File: config.mk
export PLATFORM = sky130hd
export DESIGN_NAME = ov5640_capture_ctrl
export DESIGN_NICKNAME = d
export VERILOG_FILES = /design/src/rtl/ov5640_capture_ctrl.sv
export SDC_FILE = /design/constraint.sdc
export NUM_CORES = 1
export LEC_CHECK = 0
export CAP_MARGIN = 20
export CORE_MARGIN = 4
export CORE_UTILIZATION = 30
export DETAILED_ROUTE_END_ITERATION = 12
export DONT_BUFFER_PORTS = 1
export GPL_TIMING_DRIVEN = 0
export SYNTH_ARGS = -nofsm -noshare
export SYNTH_HDL_FRONTEND = slang
export SYNTH_SLANG_ARGS = --single-unit
File: constraint.sdc
create_clock -name Clk -period 6.78 [get_ports Clk]
set_input_delay 1.695 -clock Clk [delete_from_list [all_inputs] [get_ports Clk]]
set_output_delay 1.695 -clock Clk [all_outputs]
set_load 0.01 [all_outputs]
File: src/rtl/ov5640_capture_ctrl.sv
// Frame capture sequencer for an OV5640 DVP stream: settle, request buffer, capture, ping-pong.
// Optional watchdog compiled in with OV5640_CAPTURE_CTRL_TIMEOUT_EN.
module ov5640_capture_ctrl #(
  parameter int IMG_W       = 16,
  parameter int IMG_H       = 12,
  parameter int SKIP_FRAMES = 10,
  parameter int TIMEOUT     = 1000000
) (
  input  logic        Clk,
  input  logic        Rst_n,
  input  logic        Start,
  input  logic        Stop,
  input  logic        Continuous,
  input  logic        DataVs,
  input  logic        DataHs,
  input  logic        DataValid,
  output logic        BufReq,
  input  logic        BufGnt,
  output logic        CaptureEn,
  output logic        BufSel,
  output logic        Busy,
  output logic        FrameStart,
  output logic        FrameDone,
  output logic        FrameErr,
  output logic [15:0] FrameCnt,
  output logic [15:0] DropCnt,
  output logic        Timeout
);

  // state   | meaning
  // IDLE    | stopped, waiting for Start
  // SKIP    | discarding settling frames after Start
  // ARM     | requesting a frame buffer
  // WAIT_VS | buffer granted, waiting for the next frame boundary
  // CAPTURE | frame in progress, pixel writes enabled
  // DONE    | one-cycle frame close-out
  typedef enum logic [2:0] {IDLE, SKIP, ARM, WAIT_VS, CAPTURE, DONE} state_t;

  localparam int PIX_TOTAL = IMG_W * IMG_H;
  localparam int PW  = $clog2(PIX_TOTAL + 1);
  localparam int LW  = $clog2(IMG_H + 2);
  localparam int SKW = (SKIP_FRAMES > 1) ? $clog2(SKIP_FRAMES) : 1;
  localparam logic [PW-1:0]  PIX_LAST  = PW'(PIX_TOTAL - 1);
  localparam logic [LW-1:0]  LINES     = LW'(IMG_H);
  localparam logic [SKW-1:0] SKIP_LAST = SKW'((SKIP_FRAMES > 0) ? SKIP_FRAMES - 1 : 0);

  state_t         state;
  logic [PW-1:0]  pix_cnt;
  logic [LW-1:0]  line_cnt;
  logic [SKW-1:0] skip_cnt;
  logic           cont_q;
  logic           stop_pend;
  logic           vs_q, hs_q, edge_ok;
  logic           vs_rise, hs_fall;
  logic           wd_hit;

  // edge_ok masks the first cycle after reset so a level already high is not an edge
  always_ff @(posedge Clk or negedge Rst_n) begin
    if (!Rst_n) begin
      vs_q    <= 1'b0;
      hs_q    <= 1'b0;
      edge_ok <= 1'b0;
    end else begin
      vs_q    <= DataVs;
      hs_q    <= DataHs;
      edge_ok <= 1'b1;
    end
  end

  assign vs_rise = edge_ok & DataVs & ~vs_q;
  assign hs_fall = edge_ok & hs_q & ~DataHs;

`ifdef OV5640_CAPTURE_CTRL_TIMEOUT_EN
  localparam int WDW = $clog2(TIMEOUT + 1);
  logic [WDW-1:0] wd_cnt;
  state_t         state_q;

  always_ff @(posedge Clk or negedge Rst_n) begin
    if (!Rst_n) begin
      wd_cnt  <= '0;
      state_q <= IDLE;
    end else begin
      state_q <= state;
      if (vs_rise || (state != state_q) || (state == IDLE))
        wd_cnt <= '0;
      else if (!wd_hit)
        wd_cnt <= wd_cnt + 1'b1;
    end
  end

  assign wd_hit = (wd_cnt == WDW'(TIMEOUT - 1)) && (state == state_q) &&
                  (state inside {SKIP, ARM, WAIT_VS, CAPTURE});
`else
  assign wd_hit = 1'b0 && (TIMEOUT < 0);
`endif

  always_ff @(posedge Clk or negedge Rst_n) begin
    if (!Rst_n) begin
      state      <= IDLE;
      BufReq     <= 1'b0;
      CaptureEn  <= 1'b0;
      BufSel     <= 1'b0;
      Busy       <= 1'b0;
      FrameStart <= 1'b0;
      FrameDone  <= 1'b0;
      FrameErr   <= 1'b0;
      Timeout    <= 1'b0;
      FrameCnt   <= 16'h0000;
      DropCnt    <= 16'h0000;
      pix_cnt    <= '0;
      line_cnt   <= '0;
      skip_cnt   <= '0;
      cont_q     <= 1'b0;
      stop_pend  <= 1'b0;
    end else begin
      FrameStart <= 1'b0;
      FrameDone  <= 1'b0;
      FrameErr   <= 1'b0;
      Timeout    <= 1'b0;
      if (wd_hit) begin
        state     <= IDLE;
        Busy      <= 1'b0;
        BufReq    <= 1'b0;
        CaptureEn <= 1'b0;
        Timeout   <= 1'b1;
        stop_pend <= 1'b0;
      end else begin
        case (state)
          IDLE: begin
            if (Start && !Stop) begin
              state     <= SKIP;
              Busy      <= 1'b1;
              skip_cnt  <= '0;
              stop_pend <= 1'b0;
            end
          end
          SKIP: begin
            if (Stop) begin
              state <= IDLE;
              Busy  <= 1'b0;
            end else if ((SKIP_FRAMES == 0) || (vs_rise && (skip_cnt == SKIP_LAST))) begin
              state  <= ARM;
              BufReq <= 1'b1;
              cont_q <= Continuous;
            end else if (vs_rise) begin
              skip_cnt <= skip_cnt + 1'b1;
            end
          end
          ARM: begin
            if (Stop) begin
              state  <= IDLE;
              Busy   <= 1'b0;
              BufReq <= 1'b0;
            end else if (BufGnt) begin
              state <= WAIT_VS;
            end else if (vs_rise && (DropCnt != 16'hFFFF)) begin
              DropCnt <= DropCnt + 16'd1;
            end
          end
          WAIT_VS: begin
            if (Stop) begin
              state  <= IDLE;
              Busy   <= 1'b0;
              BufReq <= 1'b0;
            end else if (vs_rise) begin
              state      <= CAPTURE;
              FrameStart <= 1'b1;
              CaptureEn  <= 1'b1;
              pix_cnt    <= '0;
              line_cnt   <= '0;
            end
          end
          CAPTURE: begin
            if (Stop)
              stop_pend <= 1'b1;
            if (hs_fall)
              line_cnt <= line_cnt + 1'b1;
            if (vs_rise) begin
              FrameErr  <= 1'b1;
              CaptureEn <= 1'b0;
              stop_pend <= 1'b0;
              if (cont_q && !Stop && !stop_pend) begin
                state  <= ARM;
                BufReq <= 1'b1;
                cont_q <= Continuous;
              end else begin
                state  <= IDLE;
                Busy   <= 1'b0;
                BufReq <= 1'b0;
              end
            end else if (DataValid) begin
              pix_cnt <= pix_cnt + 1'b1;
              if (pix_cnt == PIX_LAST) begin
                state     <= DONE;
                CaptureEn <= 1'b0;
                BufReq    <= 1'b0;
              end
            end
          end
          DONE: begin
            // the last line's HS usually falls in this cycle, so it is counted here
            FrameDone <= 1'b1;
            if ((line_cnt + LW'(hs_fall)) != LINES)
              FrameErr <= 1'b1;
            BufSel    <= ~BufSel;
            FrameCnt  <= FrameCnt + 16'd1;
            stop_pend <= 1'b0;
            if (cont_q && !stop_pend && !Stop) begin
              state  <= ARM;
              BufReq <= 1'b1;
              cont_q <= Continuous;
            end else begin
              state <= IDLE;
              Busy  <= 1'b0;
            end
          end
          default: begin
            state  <= IDLE;
            Busy   <= 1'b0;
            BufReq <= 1'b0;
          end
        endcase
      end
    end
  end

endmodule

# Word-level counts from Yosys, hierarchy flattened

Index checks and enable logic that the tools add are counted.

Register bits: 63
Bits of input ports: 9
Word-level logic and storage cells: 153

$add $sub $neg: 6
Eq/ne operators: 32
Muxes and demuxes: 61
Bitwise gates (word level): 10
Reduce and logical (&&, ||, !) cells: 26

Operators with widths:

| operator              | number |
|---|---|
| $add 16x1->16 const B | 2 |
| $mux 8                | 4 |
| $mux 3                | 10 |
| $ne 2x2->1 const B    | 15 |
| $mux 1                | 28 |
| $mux 4                | 7 |
| $reduce_and 5->1      | 4 |
| $ne 3x3->1 const B    | 6 |
| $pmux 3 s6            | 1 |
| $ne 16x16->1 const B  | 1 |
| $pmux 4 s2            | 2 |
| $pmux 8 s2            | 1 |
| $reduce_and 6->1      | 2 |
| $add 4x1->4 const B   | 2 |
| $add 8x1->8 const B   | 1 |
| $eq 8x8->1 const B    | 1 |
| $reduce_and 4->1      | 2 |
| $logic_and 1x1->1     | 7 |
| $reduce_and 7->1      | 1 |
| $eq 3x2->1 const B    | 2 |
| $eq 3x3->1 const B    | 2 |
| $not 1->1             | 6 |
| $pmux 1 s3            | 2 |
| $reduce_bool 3->1     | 2 |
| other kinds (16)      | 24 |

# Logic depth before layout (Yosys ltp)

Gate-level depths: netlist of run 1.

Depth after elaboration: 6
Depth in mapped cells: 7
Gate-level depth less buffers: 6

# Least setup slack after synthesis of run 1

Ideal clock, no wire load.

Path type: input-to-reg
From: input Stop
To: register DropCnt[15]
Setup time: 0.128 ns
Arrival time: 3.351 ns
Path slack: 3.302 ns
Cell stages on the path: 4
Path through: or4b_1 > or4_4 > nor4_2 > mux2_1

Longest elaborated chain between the ends: 2

Ends and longest elaborated chain:

| element                    | line | RTL |
|---|---|---|
| start: declaration         | 12   | `input logic Stop,` |
| $not 1->1 (no line)        | --   |  |
| $reduce_and 4->1 (no line) | --   |  |
| end signal: assignment     | 157  | `DropCnt <= DropCnt + 16'd1;` |
| end: declaration           | 26   | `output logic [15:0] DropCnt,` |

No other way between the ends.
A chain may end at the register's enable or synchronous reset.

# Final worst setup path of run 1

From: input DataValid
To: register state[1]

Longest elaborated chain between the ends: 2

Ends and longest elaborated chain:

| element                    | line | RTL |
|---|---|---|
| start: declaration         | 16   | `input logic DataValid,` |
| $ne 3x3->1 (no line)       | --   |  |
| $reduce_and 6->1 (no line) | --   |  |
| end signal: assignment     | 99   | `state <= IDLE;` |
| end signal: assignment     | 121  | `state <= IDLE;` |
| end signal: assignment     | 131  | `state <= SKIP;` |
| end: declaration           | 47   | `state_t state;` |

No other way between the ends.

==> results.rst, run 1 <==
.. list-table::
   :header-rows: 1

   * - Metric
     - Value
   * - Status
     - completed
   * - Overall via count from detail_route
     - around 2,400
   * - Number of flops mapped to enable cells by yosys
     - 0
   * - Worst-skew pair later-pin latency
     - 360 ps
   * - Core outline area
     - approximately 10,000 µm²
   * - Global routing usage summed across all routing layers
     - 12.4%
   * - Fraction of synthesized cell area taken by the top area cell type
     - about half
   * - Actual slew at the worst max-slew pin
     - 1080 ps
   * - Worst slew margin
     - between 20% and 30%
   * - Weighted congestion reported at the end of routability-driven placement
     - 0.853
   * - Worst-case setup slack after placement
     - 3170 ps
   * - HPWL reported at the end of detailed placement
     - 5.11 mm
   * - Critical path endpoint category
     - flip-flop
   * - RSZ-0062 raised after global routing
     - no
   * - Final worst clock skew
     - 14.7 ps
   * - Max-capacitance violation count
     - 0
   * - Total iterations of the first detailed-routing run
     - 5
   * - Antenna violations before repair
     - 0
   * - Iteration-0 DRC count of the detailed router
     - between 200 and 250
   * - Worst hold margin
     - 529 ps
   * - Largest fanout on the critical path
     - 7
   * - Root Buffer Master
     - clkbuf_8
   * - Growth of design area from synthesis to finish
     - 11.9%
   * - Final WS setup
     - around 3600 ps
   * - Post-synth design cell area
     - roughly 3200 µm²
   * - Hold buffer count at CTS
     - 0
   * - YS warnings
     - 0
   * - X dimension of the die
     - 112 µm
   * - Clock power frac
     - a little over a third
   * - Async set-or-reset flop fraction in the synthesized netlist
     - 100%
   * - Residual overflow from global routing
     - 0
   * - Vert. Die Dim
     - 112 µm
   * - Cell types with the largest area share after synthesis
     - dfrtp_1, xor2_1, xnor2_1
   * - Clock period minus final worst setup slack
     - 3210 ps
   * - Maximum number of pins on one net before global-route repair
     - 64
   * - Clock transition at the register clock pins on the worst setup and hold paths after CTS
     - 80 ps
   * - Mapped Nets
     - ~330
   * - Post-synth top cells
     - dfrtp_1, nor2_1, xor2_1
   * - Clock tree from TritonCTS
     - yes
   * - Count of state elements after synthesis
     - 63
   * - Drt drc
     - 0
   * - Slowest cell delay on critical path
     - 950 ps
   * - Avg WL per Cell
     - roughly 16 µm
   * - Sequential power share
     - 47.1%
   * - Crit start category
     - primary input
   * - Drt via density
     - 5.10
   * - Fraction of final layout cells with drive strength greater than 1
     - between 10 and 15%
   * - Leading cell type by number of instances after synthesis
     - dfrtp_1
   * - Final-report hold violation count
     - 0
   * - Top FF cell, synth
     - dfrtp_1
   * - Proportion of synthesized chip area in sequential cells
     - 48.7%
   * - Proportion of power drawn by combinational gates
     - 17.7%
   * - Initial Util
     - 31.1%
   * - Switching power share of the total
     - 30.7%
   * - Via count of the first global-routing pass
     - approximately 2,400
   * - Total number of placement rows
     - 37
   * - Worst setup path category
     - in2reg
   * - Number of H-tree levels
     - 3
   * - Maximum count of clock buffers along a single path
     - 2
   * - Internal Pwr Total
     - 0.697 mW
   * - Distinct cell type count after synthesis
     - 52
   * - Net total in the final layout
     - between 300 and 400
   * - Max-slew violation count
     - 0
   * - Period utilisation layout
     - 47.4%
   * - Post-cts sizing count
     - 0
   * - Setup Total Neg Slack
     - 0 ps
   * - Final cell utilization of the core
     - a little over a third
   * - WP data arrival
     - between 3000 and 4000 ps
   * - Post-Syn Instances
     - 315
   * - Total Die Area
     - approximately 13,000 µm²
   * - Data required time of the worst path
     - 7010 ps
   * - Achievable Freq
     - 311 MHz
   * - P per Cell Area
     - roughly 280 nW/µm²
   * - Post-Route WL
     - around 7.3 mm
   * - Static leakage
     - 1.64 nW
   * - Instance count after placement with tap cells included
     - 451
   * - Hold crit path type
     - reg2reg
   * - Ant. Diodes
     - 0
   * - Worst ir drop on vdd
     - around 0.13 mV
   * - Detail Route Antenna Nets
     - 0
   * - Sw power
     - 0.309 mW
   * - Final setup vio count
     - 0
   * - Post-CTS Repair Setup Buffers
     - 0
   * - IO buf count
     - 0
   * - Number of buffers created by CTS
     - 9
   * - Clock sinks
     - 63
   * - Avg Synthesized Cell Area
     - 10.3 µm²
   * - Most area-hungry cell type in the Yosys netlist
     - dfrtp_1
   * - Series of cell instances along the critical path
     - nand4_1, o311ai_0, o221ai_1, mux2_2
   * - Worst path slowest cell
     - o311ai_0
   * - Filler-free cell count of the finished design
     - 467
   * - Boundary pin count
     - 49
   * - First-pass GRT wire length
     - 12.5 mm
==> cell usage in the layout, fill, tap and decap left out, types with 3 or more instances in the layout <==
master	n
a21oi_1	10
a31oi_1	4
and3_1	6
and3b_1	3
clkbuf_1	10
clkbuf_8	11
dfrtp_1	63
ha_1	8
inv_1	8
mux2_2	5
nand2_1	22
nand2b_1	4
nand3_1	16
nand3b_1	3
nand4_1	9
nor2_1	23
nor2b_1	6
nor3_1	11
nor4_1	6
nor4b_1	3
o21ai_0	12
or2_2	5
or3_1	4
or4bb_1	3
xnor2_1	14
xor2_1	23
==> sequential cells by signal, summed over array words and instances (netlist names) <==
register	count
DropCnt	16
FrameCnt	16
pix_cnt	8
line_cnt	4
skip_cnt	4
state	3
BufReq	1
BufSel	1
Busy	1
CaptureEn	1
FrameDone	1
FrameErr	1
FrameStart	1
cont_q	1
edge_ok	1
hs_q	1
stop_pend	1
vs_q	1
==> power by group through the flow <==
| stage | Combinational (mW) | Sequential (mW) | Clock, mW |
|---|---|---|---|
| final | 0.178 | 0.474 | 0.354 |
| after global routing | 0.204 | 0.484 | 0.386 |
| after global placement | 0.170 | 0.481 | 0 |
| after detailed placement | 0.177 | 0.483 | 0 |
| after CTS | 0.178 | 0.476 | 0.370 |
| after floorplan | 0.144 | 0.468 | 0 |
==> final timing paths <==
kind / slack, ps / endpoint / cells after the start / start
max in group asynchronous: 5640 / DropCnt[6] / 0 / Rst_n
hold / removal: 530 / pix_cnt[1] / 1 / pix_cnt[1]
setup / recovery: 3570 / state[1] / 4 / DataValid
min in group asynchronous: 1030 / skip_cnt[2] / 0 / Rst_n
hold reg to reg: 530 / pix_cnt[1] / 1 / pix_cnt[1]
setup reg to reg: 4330 / state[1] / 5 / pix_cnt[0]
==> kinds of logic after synthesis <==
group,after synthesis,synth area share (%)
other,2,0.232
muxes,9,3.06
xor gates and xnor gates,37,10.0
DFF,63,48.7
buffers and inverters,21,2.59
AOI/OAI and AO/OA,37,7.00
and+or+nand+nor,138,25.3
adders and majority gates,8,3.09
==> routing by layer <==
layer | wire, µm | up-vias | GRT usage (%)
met4 | 78 | 0 | 5.11
met1 | 3170 | 1165 | 15.2
met2 | 3430 | 66 | 19.3
li1 | - | 1143 | -
met3 | 589 | 8 | 5.38
met5 | 0 | - | 0
==> critical path, delay by kind of cell <==
| family | cells | cell delay [ps] |
|---|---|---|
| AOI/OAI and AO/OA | 2 | 1260 |
| muxes | 1 | 340 |
| and+or+nand+nor | 1 | 140 |
==> final cells by class <==
class                   count  area (µm²)
clock buffers              11         151
plain buffers              13        53.8
well taps                 136         170
flip-flops and latches     63        1580
multi-input cells         231        1570
clock inverters             5        63.8
inverters                   8        30.0
fillers                  1047        6800
==> per-stage QoR <==
| step | total power [mW] | instance area (µm²) |
|---|---|---|
| final | 1.01 | 3620 |
| after global routing | 1.08 | 3620 |
| after CTS | 1.02 | 3620 |
| after detailed placement | 0.660 | 3400 |
| after global placement | 0.651 | 3400 |
| after floorplan | 0.612 | 3230 |
Power figures use the tool's default switching activity.
==> inputs of run 2 (changes only) <==
==> constraint.sdc (replaced) <==
create_clock -name Clk -period 3.3 [get_ports Clk]
set_input_delay 0.825 -clock Clk [delete_from_list [all_inputs] [get_ports Clk]]
set_output_delay 0.825 -clock Clk [all_outputs]
set_load 0.01 [all_outputs]
==> results of run 2 <==
Same layout as run 1 (identical final DEF). Status: completed.
Among the figures that moved: setup slack after placement 3170 ps -> 565 ps; clock-pin slew on the worst setup and hold paths 80 ps -> 90 ps; setup slack after layout 3570 ps -> 847 ps; hold slack 529 ps -> 159 ps; start point of the critical path DataValid -> pix_cnt[0]; register-to-register setup slack 4330 ps -> 850 ps; total power 1.01 mW -> 2.07 mW; worst IR drop on VDD 0.126 mV -> 0.259 mV
==> inputs of run 3 (changes only) <==
==> constraint.sdc (replaced) <==
create_clock -name Clk -period 2.1 [get_ports Clk]
set_input_delay 0.525 -clock Clk [delete_from_list [all_inputs] [get_ports Clk]]
set_output_delay 0.525 -clock Clk [all_outputs]
set_load 0.01 [all_outputs]
==> run 3 against run 2 <==
  * The run now ends with setup timing left
  * Final cell count grew 1.7%
  * Sequential share of layout area shrank 2.2 points
  * Total power grew 62%
  * Critical endpoint is now DropCnt[15]
  * Critical path depth shrank 1
  * Via count is essentially flat
  * Setup slack lost 870 ps
  * Clock power grew 66%
  * Die area is the same
  * Global-route usage shrank 0.55 points
==> results.rst, run 3 (synthesized netlist as in run 1, its figures left out) <==
.. list-table::
   :header-rows: 1

   * - Metric
     - Value
   * - Final WS setup
     - -19.7 ps
   * - Total iterations of the first detailed-routing run
     - 4
   * - Largest fanout on the critical path
     - 3
   * - Clock tree from TritonCTS
     - yes
   * - Max-slew violation count
     - 0
   * - Growth of design area from synthesis to finish
     - 18.1%
   * - Failing checks
     - setup timing
   * - Vert. Die Dim
     - 112 µm
   * - Setup slack, reg-to-reg
     - -20 ps
   * - Capture point of the worst path
     - DropCnt[15]
   * - Worst ir drop on vdd
     - 0.325 mV
   * - Maximum number of pins on one net before global-route repair
     - 64
   * - Destination of the worst register-to-register timing path
     - DropCnt[15]
   * - Post-Route WL
     - 7.33 mm
   * - Filler Cell Count
     - around 1,000
   * - Worst hold margin
     - 35.3 ps
   * - Number of H-tree levels
     - 3
   * - Switching power share of the total
     - a little under a third
   * - Most frequent cells in the layout
     - dfrtp_1, xor2_1, nand2_1, nor2_1, nand3_1
   * - Clock power frac
     - a little over a third
   * - Total Die Area
     - about 13,000 µm²
   * - Number of cells traversed by the worst register-to-register path
     - 4
   * - Sequential power share
     - 45.6%
   * - Actual slew at the worst max-slew pin
     - ~500 ps
   * - Maximum count of clock buffers along a single path
     - 2
   * - Clock period minus final worst setup slack
     - 2120 ps
   * - Achievable Freq
     - ~470 MHz
   * - P per Cell Area
     - 880 nW/µm²
   * - Static leakage
     - 1.70 nW
   * - Drt via density
     - 5.01
   * - Boundary pin count
     - between 40 and 50
   * - Net total in the final layout
     - 351
   * - Status
     - finished, violations left
   * - Data required time of the worst path
     - between 2000 and 2500 ps
   * - Crit start category
     - flip-flop
   * - X dimension of the die
     - ~110 µm
   * - HPWL reported at the end of detailed placement
     - 5.01 mm
   * - First-pass GRT wire length
     - 12.1 mm
   * - Sw power
     - 1.01 mW
   * - WP data arrival
     - 2350 ps
   * - Root Buffer Master
     - clkbuf_8
   * - Filler-free cell count of the finished design
     - 475
   * - Fraction of final layout cells with drive strength greater than 1
     - 18.3%
   * - Instance count after placement with tap cells included
     - approximately 450
   * - Final cell utilization of the core
     - 36.7%
   * - Final worst clock skew
     - 13.2 ps
   * - Worst slew margin
     - 66.2%
   * - Ant. Diodes
     - 0
   * - Via count of the first global-routing pass
     - approximately 2,400
   * - Worst setup path startpoint
     - state[2]
   * - Core outline area
     - ~10,000 µm²
   * - Hold crit path type
     - in2async
   * - Overall power
     - 3.36 mW
   * - Number of buffers created by CTS
     - 9
   * - Worst-case setup slack after placement
     - -221 ps
   * - Final setup vio count
     - 2
   * - Residual overflow from global routing
     - 0
   * - Most common cell after layout, fill and taps aside
     - dfrtp_1
   * - Detail Route Antenna Nets
     - 0
   * - Max-capacitance violation count
     - 0
   * - Final-report hold violation count
     - 0
   * - Drt drc
     - 0
   * - RSZ-0062 raised after global routing
     - yes
   * - Overall via count from detail_route
     - roughly 2,400
   * - Largest registers ranked by flip-flop count
     - DropCnt x16, FrameCnt x16, pix_cnt x8
   * - Period utilisation layout
     - 101%
   * - Initial Util
     - 31.1%
   * - IO buf count
     - 0
   * - Clock transition at the register clock pins on the worst setup and hold paths after CTS
     - 70 ps
   * - Antenna violations before repair
     - 0
   * - Worst setup path category
     - reg2reg
   * - Worst-skew pair later-pin latency
     - approximately 350 ps
   * - Origin of the critical flop-to-flop path
     - state[2]
   * - Total number of placement rows
     - 37
   * - Critical path endpoint category
     - flip-flop
   * - Internal Pwr Total
     - 2.35 mW
   * - Clock sinks
     - 63
   * - Avg WL per Cell
     - 15.4 µm
   * - Proportion of power drawn by combinational gates
     - 18.4%
   * - Iteration-0 DRC count of the detailed router
     - roughly 210
   * - Global routing usage summed across all routing layers
     - 11.9%
   * - Weighted congestion reported at the end of routability-driven placement
     - approximately 0.86
-- run 3: cell count changes in the layout (fill, tap and decap cells not counted), sizes merged --
| cell | change |
|---|---|
| buf | +7 |
| bufinv | +1 |
| clkinv | -1 |
| clkinvlp | +2 |
| inv | -1 |
-- run 3: worst min path at each step --
stage / start / end / cells past startpoint
finish: Rst_n / pix_cnt[1] / 1
global route: Rst_n / FrameCnt[3] / 1
CTS: Rst_n / FrameCnt[3] / 1
detailed placement: Rst_n / pix_cnt[2] / 0
global placement: Rst_n / pix_cnt[2] / 0
floorplan: Rst_n / BufReq / 0
-- run 3: cell type report --
class                   instances  area, µm²  share of cell area [%]
flip-flops and latches         63       1580                    41.3
repair buffers                  8       80.1                    2.10
clock buffers                  10        138                    3.60
well taps                     136        170                    4.46
inverters                       8       30.0                   0.786
clock inverters                 6       91.3                    2.39
plain buffers                  13       61.3                    1.61
multi-input cells             231       1670                    43.7
-- run 3: power by group through the flow --
stage | combinational, mW | clock [mW] | sequential, mW
6_report | 0.619 | 1.21 | 1.53
5_1_grt | 0.694 | 1.31 | 1.56
4_1_cts | 0.611 | 1.25 | 1.54
3_5_place_dp | 0.564 | 0 | 1.56
3_3_place_gp | 0.548 | 0 | 1.56
2_1_floorplan | 0.464 | 0 | 1.51
-- run 3: critical path, cell delays in order, from the launching register on --
cell and delay, ps:
dfrtp_2 420, or4b_4 520, or4_4 570, nor4_2 160
mux2_1 340
-- run 3: metrics by stage --
stage               instance area [µm²]  setup TNS (ps)
floorplan                          3240            -147
global placement                   3410           -1620
detailed placement                 3410           -1690
CTS                                3720           -39.3
global route                       3820            -286
finish                             3820           -27.5
-- run 3: timing repair --
item / in CTS / in global routing
hold buffers: 1 / 0
endpoints found under the setup margin: 15 / 25
endpoints found under the hold margin: 63 / 0
gates cloned: 0 / 0
setup buffers: 4 / 3
pin swaps: 2 / 3
resized for setup: 7 / 17
-- run 3: layer usage --
metal	GRT usage (%)	up-vias	wire length, µm
li1	-	1154	-
met1	14.7	1158	3250
met2	18.3	60	3410
met3	5.65	8	609
met4	3.81	0	68
met5	0	-	0
